**src/rtl/q5_pkg.sv**
```systemverilog
// Shared widths and defaults for the q5 select/register/transition-counter block.
package q5_pkg;

    localparam int N_IN      = 4;
    localparam int SEL_W     = 2;
    localparam int CNT_W_DEF = 8;

endpackage

```
**src/rtl/q5_mux4.sv**
```systemverilog
// Purely combinational 4:1 select plus one-hot decode of the select; zero latency.
// No flow control: outputs follow d/s continuously, and an unknown select propagates as X.
module q5_mux4
    import q5_pkg::*;
(
    input  logic [N_IN-1:0]  d,
    input  logic [SEL_W-1:0] s,
    output logic             y,
    output logic [N_IN-1:0]  sel_oh
);

    always_comb begin
        y      = d[s];
        sel_oh = '0;
        for (int i = 0; i < N_IN; i++) begin
            sel_oh[i] = (s == SEL_W'(i));
        end
    end

endmodule

```
**src/rtl/q5.sv**
```systemverilog
// Muxed bit with registered copy (1-cycle load when EN) and saturating count of its transitions.
// No backpressure: EN=0 simply holds Y_Q and TCNT; RESET clears both asynchronously.
module q5
    import q5_pkg::*;
#(
    parameter int CNT_W = CNT_W_DEF
)
(
    input  logic             CLK,
    input  logic             RESET,
    input  logic [N_IN-1:0]  D,
    input  logic [SEL_W-1:0] S,
    input  logic             EN,
    output logic             Y,
    output logic             Y_Q,
    output logic [N_IN-1:0]  SEL_OH,
    output logic [CNT_W-1:0] TCNT
);

    q5_mux4 u_mux4 (
        .d      (D),
        .s      (S),
        .y      (Y),
        .sel_oh (SEL_OH)
    );

    // Only a real change of Y_Q counts; reloading the same value leaves TCNT alone.
    always_ff @(posedge CLK or posedge RESET) begin
        if (RESET) begin
            Y_Q  <= 1'b0;
            TCNT <= '0;
        end else if (EN && (Y != Y_Q)) begin
            Y_Q <= Y;
            if (TCNT != '1) begin
                TCNT <= TCNT + CNT_W'(1);
            end
        end
    end

endmodule

```
**config.mk**
```make
export PLATFORM = sky130hd
export DESIGN_NAME = q5
export DESIGN_NICKNAME = d
export VERILOG_FILES = /design/src/rtl/q5_pkg.sv /design/src/rtl/q5_mux4.sv /design/src/rtl/q5.sv
export SDC_FILE = /design/constraint.sdc
export NUM_CORES = 1
export LEC_CHECK = 0
export BUFFER_PORTS_ARGS = -buffer_cell sky130_fd_sc_hd__buf_2
export CAP_MARGIN = 20
export CORE_ASPECT_RATIO = 1.4
export CORE_MARGIN = 2
export CORE_UTILIZATION = 25
export CTS_CLUSTER_SIZE = 8
export DETAILED_ROUTE_END_ITERATION = 16
export GPL_TIMING_DRIVEN = 0
export HOLD_SLACK_MARGIN = 0.1
export PLACE_DENSITY = 0.44
export SLEW_MARGIN = 30
export SYNTH_ARGS = -nofsm -noshare
export SYNTH_HDL_FRONTEND = slang
export SYNTH_SLANG_ARGS = --single-unit
```
**constraint.sdc**
```tcl
create_clock -name CLK -period 2.2 [get_ports CLK]
set_input_delay 0.33 -clock CLK [delete_from_list [all_inputs] [get_ports CLK]]
set_output_delay 0.33 -clock CLK [all_outputs]
set_load 0.01 [all_outputs]
```
==> impl_metrics.ini, run 1 <==
[logic_synthesis]
synth_most_common_cell = dfrtp_1
synth_edf_count = 0
yosysTopAreaCellShare = 0.428
synthCells = 51
synth_warnings = 0
ys_seq_area_frac = 0.428
synth-seq-cells = 9
synthFlopType = dfrtp_1
synth_top_cells_by_count = 9 x dfrtp_1, 5 x mux2i_1, 5 x nand3_1, 4 x nor2_1
syn_area_um2 = 527
synth_area_leaders = dfrtp_1 43%, mux2i_1 9.5%, mux2_2 6.4%
synth.avg_cell_area_um2 = 10.3
synth_fp_nets = 61
async_flop_share = 1.00
synth.distinct_cells = 22
synth_area_leader_cell = dfrtp_1

[layout]
final_nets = 88
final_util = 0.352
antenna_cells = 0
drive_above_1_share = 0.377
syn2layout_area_growth_pct = 31.8

[worst_setup_path]
cp.depth = 5
worstPathCellList = or3b_1 -> mux2i_1 -> or2_2 -> nand4_1 -> mux2_2
cpMaxStageDelayCell = dfrtp_1
crit_arrival_ns = 1.81
endpoint_kind = flop
critPathRequiredTime_ns = 2.36
crit_path_start_kind = flop
slowest_delay_ns = 0.42
setup.worst_path.class = flop to flop
crit_fanout = 6
crit_buf_inv = 0
worst_r2r_path_depth = 5
crit_family = simple AND/OR/NAND/NOR gates

[placed_design]
place.gp.congestion = 0.727
port_buffers = 21
dp_hpwl_um = 867

[drt]
drtIter0Drc = 7
drt_pre_antenna_iters = 4
vias = 489
wl_per_cell_um = 11.4
drt-total-wl_um = 1110
ant_nets = 0
drc = 0
viasPerCell = 4.99

[die]
dieArea_um2 = 2500
initial_utilization = 0.267
pin_count = 23
die_x_um = 42.8
die_h_um = 58.3
rows = 19
core_area_um2 = 1970

[power_and_ir_drop]
vdd_ir_drop_max_mv = 0.523
power_density_nw_per_um2 = 918
p_leak_nw = 0.361
total_power_w = 0.000638

[sta]
rsz0062_at_grt = no
clock.fmax_mhz = 605
fin_skew_ns = 0.00496
min_period_over_period = 0.751
finalHoldWorstSlack_ns = 0.374
slew_headroom = 0.648
hold_violations = 0
slew_viol_final = 0
tightest_slew_ns = 0.522
period_minus_slack_ns = 1.65
setup_viol = 0
tns_ns = 0

[clocking]
clock_path_buffers = 2
cts-root-buf = clkbuf_4
cts_made_buffers = 3
cts_tree = built
clkSinkCount = 9
h-tree-depth = 1
postCtsSetupBuffers = 0
clk_pin_slew_worst_paths_ns = 0.06
insertion_delay_ns = 0.27

[global_routing]
grt_max_degree = 10
grt_pass1_wl_um = 1880
grt_pass1_vias = 444
overflow = 0
grt.total_usage = 0.103
antenna_found_initial = 0

[worst_hold_path]
min_delay_path_depth = 2
hp-class = input pin to flop

[job]
cap_viol_max_count = 0

[outcome]
status = finished, final reports clean
==> worst paths after layout <==
check | start | endpoint | slack [ns]
max | Y_Q | TCNT[7] | 0.55
min | EN | Y_Q | 0.37
max reg2reg | Y_Q | TCNT[7] | 0.55
min reg2reg | TCNT[4] | TCNT[4] | 0.49
max in group asynchronous | RESET | TCNT[3] | 1.38
min in group asynchronous | RESET | TCNT[0] | 0.56
==> cells by family after synthesis <==
group	synth area share
and+or+nand+nor	0.254
DFF	0.428
muxes	0.159
xor gates and xnor gates	0.0832
AOI/OAI and AO/OA	0.0356
buffers and inverters	0.0166
adders and majority gates	0.0237
==> layer usage <==
metal / vias up / wire [um] / track usage
met2: 25 / 518 / 0.160
met3: 5 / 100 / 0.0123
met1: 226 / 453 / 0.124
met4: 0 / 42 / 0.0938
met5: - / 0 / 0
li1: 233 / - / -
==> timing repair <==
| item | in CTS | in global routing |
|---|---|---|
| setup endpoints to repair | 0 | 0 |
| hold buffers | 1 | 0 |
| endpoints found under the hold margin | 9 | 0 |
| gates resized for setup | 0 | 0 |
==> through the flow <==
stage	setup WS (ns)	cell area, um2	instances
final	0.547	694	98
after global routing	0.388	694	98
after CTS	0.545	694	98
after detailed placement	0.335	658	93
after global placement	0.318	658	93
after floorplan	0.611	527	51
==> flip-flops by register name (all words and copies together), names as in the netlist <==
register,count
Y_Q,1
TCNT,8
==> area by class of cell <==
type	instances	area (um2)
Tap cell	21	26.3
Timing Repair Buffer	22	115
Clock buffer	4	26.3
Fill cell	206	1280
Buffer	1	5.00
Multi-Input combinational cell	40	293
Sequential cell	9	225
Inverter	1	3.75
==> power by group <==
part	total [W]	leakage (nW)	internal [W]	switching [W]
registers	0.000284	0.114	0.000220	0.0000640
logic	0.000224	0.232	0.000114	0.000110
clock network	0.000130	0.0150	0.0000701	0.0000601
==> cells in the final DEF, fill, tap and decap left out, drive strengths merged <==
cell type     n
nor2b         1
clkbuf        4
ha            1
dfrtp         9
xnor2         3
dlygate4sd3   1
a21oi         1
nand2b        1
and3          2
or3b          1
xor2          2
mux2          3
buf          22
nor2          4
nand3b        2
and2          2
inv           1
mux2i         5
a41oi         1
or2           1
o21ai         1
nand3         5
nand4         3
and2b         1
Note: power is estimated with default switching activity, not from simulation.
==> inputs of run 2 (changes only) <==
Settings changed: PLACE_DENSITY 0.44 to 0.45.
Clock period 2.2 ns to 1.4 ns, I/O delays scaled along.
==> impl_metrics.ini, run 2 (synthesized netlist as in run 1, its figures left out) <==
[sta]
setup_viol = 8
fin_skew_ns = 0.00473
slew_viol_final = 0
rsz0062_at_grt = yes
tightest_slew_ns = 0.359
slew_headroom = 0.760
hold_violations = 0
period_minus_slack_ns = 1.59
setup_slack_ns = -0.191
clock.fmax_mhz = 628
tns_ns = -0.848
finalHoldWorstSlack_ns = 0.255
min_period_over_period = 1.14

[worst_setup_path]
setup.worst_path.class = flop to flop
crit_path_start_kind = flop
endpoint_kind = flop
worst_r2r_path_depth = 5
crit_arrival_ns = 1.73
critPathRequiredTime_ns = 1.54
crit_fanout = 2

[placed_design]
pre_cts_slack_ns = -0.362
place_area_um2 = 661
dp_hpwl_um = 833
port_buffers = 21
place.gp.congestion = 0.718

[global_routing]
top_usage_layer = met2
overflow = 0
grt_max_degree = 10
grt_pass1_wl_um = 2010
grt_util_met3 = 0.0276
grt.met2_usage = 0.169
antenna_found_initial = 0
grt.total_usage = 0.108
grt_pass1_vias = 464
use_met1 = 0.130

[die]
pin_count = 23
rows = 19
core_area_um2 = 1970
initial_utilization = 0.267
die_x_um = 42.8
dieArea_um2 = 2500
die_h_um = 58.3

[power_and_ir_drop]
p_clk_frac = 0.173
power_density_nw_per_um2 = 1410
switching_share = 0.360
intPower_w = 0.000720
p_leak_nw = 0.396
seqPwrFrac = 0.397
p_switching_w = 0.000404
power_frac_comb = 0.430
vdd_ir_drop_max_mv = 0.720

[drt]
viasPerCell = 4.90
drt-total-wl_um = 1180
vias = 514
drt_pre_antenna_iters = 4
ant_nets = 0
wl_per_cell_um = 11.2
drtIter0Drc = 9
drc = 0

[clocking]
cts-root-buf = clkbuf_4
clkSinkCount = 9
insertion_delay_ns = 0.25
cts_tree = built
clock_path_buffers = 2
h-tree-depth = 1
cts_made_buffers = 3
clk_pin_slew_worst_paths_ns = 0.06

[worst_hold_path]
hp-class = input pin to flop
min_delay_path_depth = 2

[layout]
largest_register_ffs = 8
syn2layout_area_growth_pct = 51.5
final_nets = 95
regMostFlops = TCNT
drive_above_1_share = 0.536
antenna_cells = 0
final_common_cell = buf_2
fill_cells = 201
final_cell_area_um2 = 798
layout_common_cells = 22 x buf_2, 9 x dfrtp_1, 7 x buf_4
reg.largest.list = TCNT: 8 flops, Y_Q: 1 flops

[job]
cap_viol_max_count = 0

[outcome]
status = finished, violations left
violations = negative setup slack
run 2: final timing paths:
check	slack [ns]	startpoint	end
min	0.25	EN	Y_Q
max in group asynchronous	0.68	RESET	TCNT[5]
max	-0.19	Y_Q	TCNT[7]
min in group asynchronous	0.46	RESET	Y_Q
min reg2reg	0.49	TCNT[4]	TCNT[4]
max reg2reg	-0.19	Y_Q	TCNT[7]
run 2: area by class of cell:
type	count	area, um2	share of cell area
flip-flops and latches	9	225	0.282
clock buffers	4	26.3	0.0329
repair buffers	29	168	0.210
inverters	1	3.75	0.00470
multi-input cells	40	344	0.431
plain buffers	1	5.00	0.00627
well taps	21	26.3	0.0329
run 2: metrics by stage:
stage | total power [W] | cells | utilization
floorplan | 0.000662 | 51 | -
global route | 0.00123 | 105 | 0.405
detailed placement | 0.000811 | 93 | 0.335
finish | 0.00112 | 105 | 0.405
global placement | 0.000812 | 93 | 0.335
CTS | 0.00105 | 101 | 0.372
run 2: power by group through the flow:
stage               registers (W)  logic [W]  clock network [W]
detailed placement       0.000451   0.000360                  0
global route             0.000468   0.000527           0.000231
floorplan                0.000478   0.000184                  0
global placement         0.000451   0.000360                  0
CTS                      0.000446   0.000397           0.000206
finish                   0.000446   0.000483           0.000195
run 2: what timing repair did:
action / CTS / global route
gates resized for setup: 5 / 7
hold buffers: 1 / 0
endpoints found under the hold margin: 9 / 0
pin swaps: 6 / 1
setup buffers: 3 / 4
endpoints found under the setup margin: 8 / 8
run 2: worst max-delay path, cell delays in order, from the launching register on:
cell	delay, ns
dfrtp_1	0.38
or3b_4	0.37
mux2i_2	0.18
or2_4	0.15
nand4_1	0.10
mux2_2	0.28
run 2: layer usage:
layer | vias to the layer above | part of all wire | routed length (um)
li1 | 251 | - | -
met4 | 0 | 0.0051 | 6
met2 | 20 | 0.49 | 576
met3 | 2 | 0.074 | 87
met1 | 241 | 0.43 | 504
met5 | - | 0 | 0
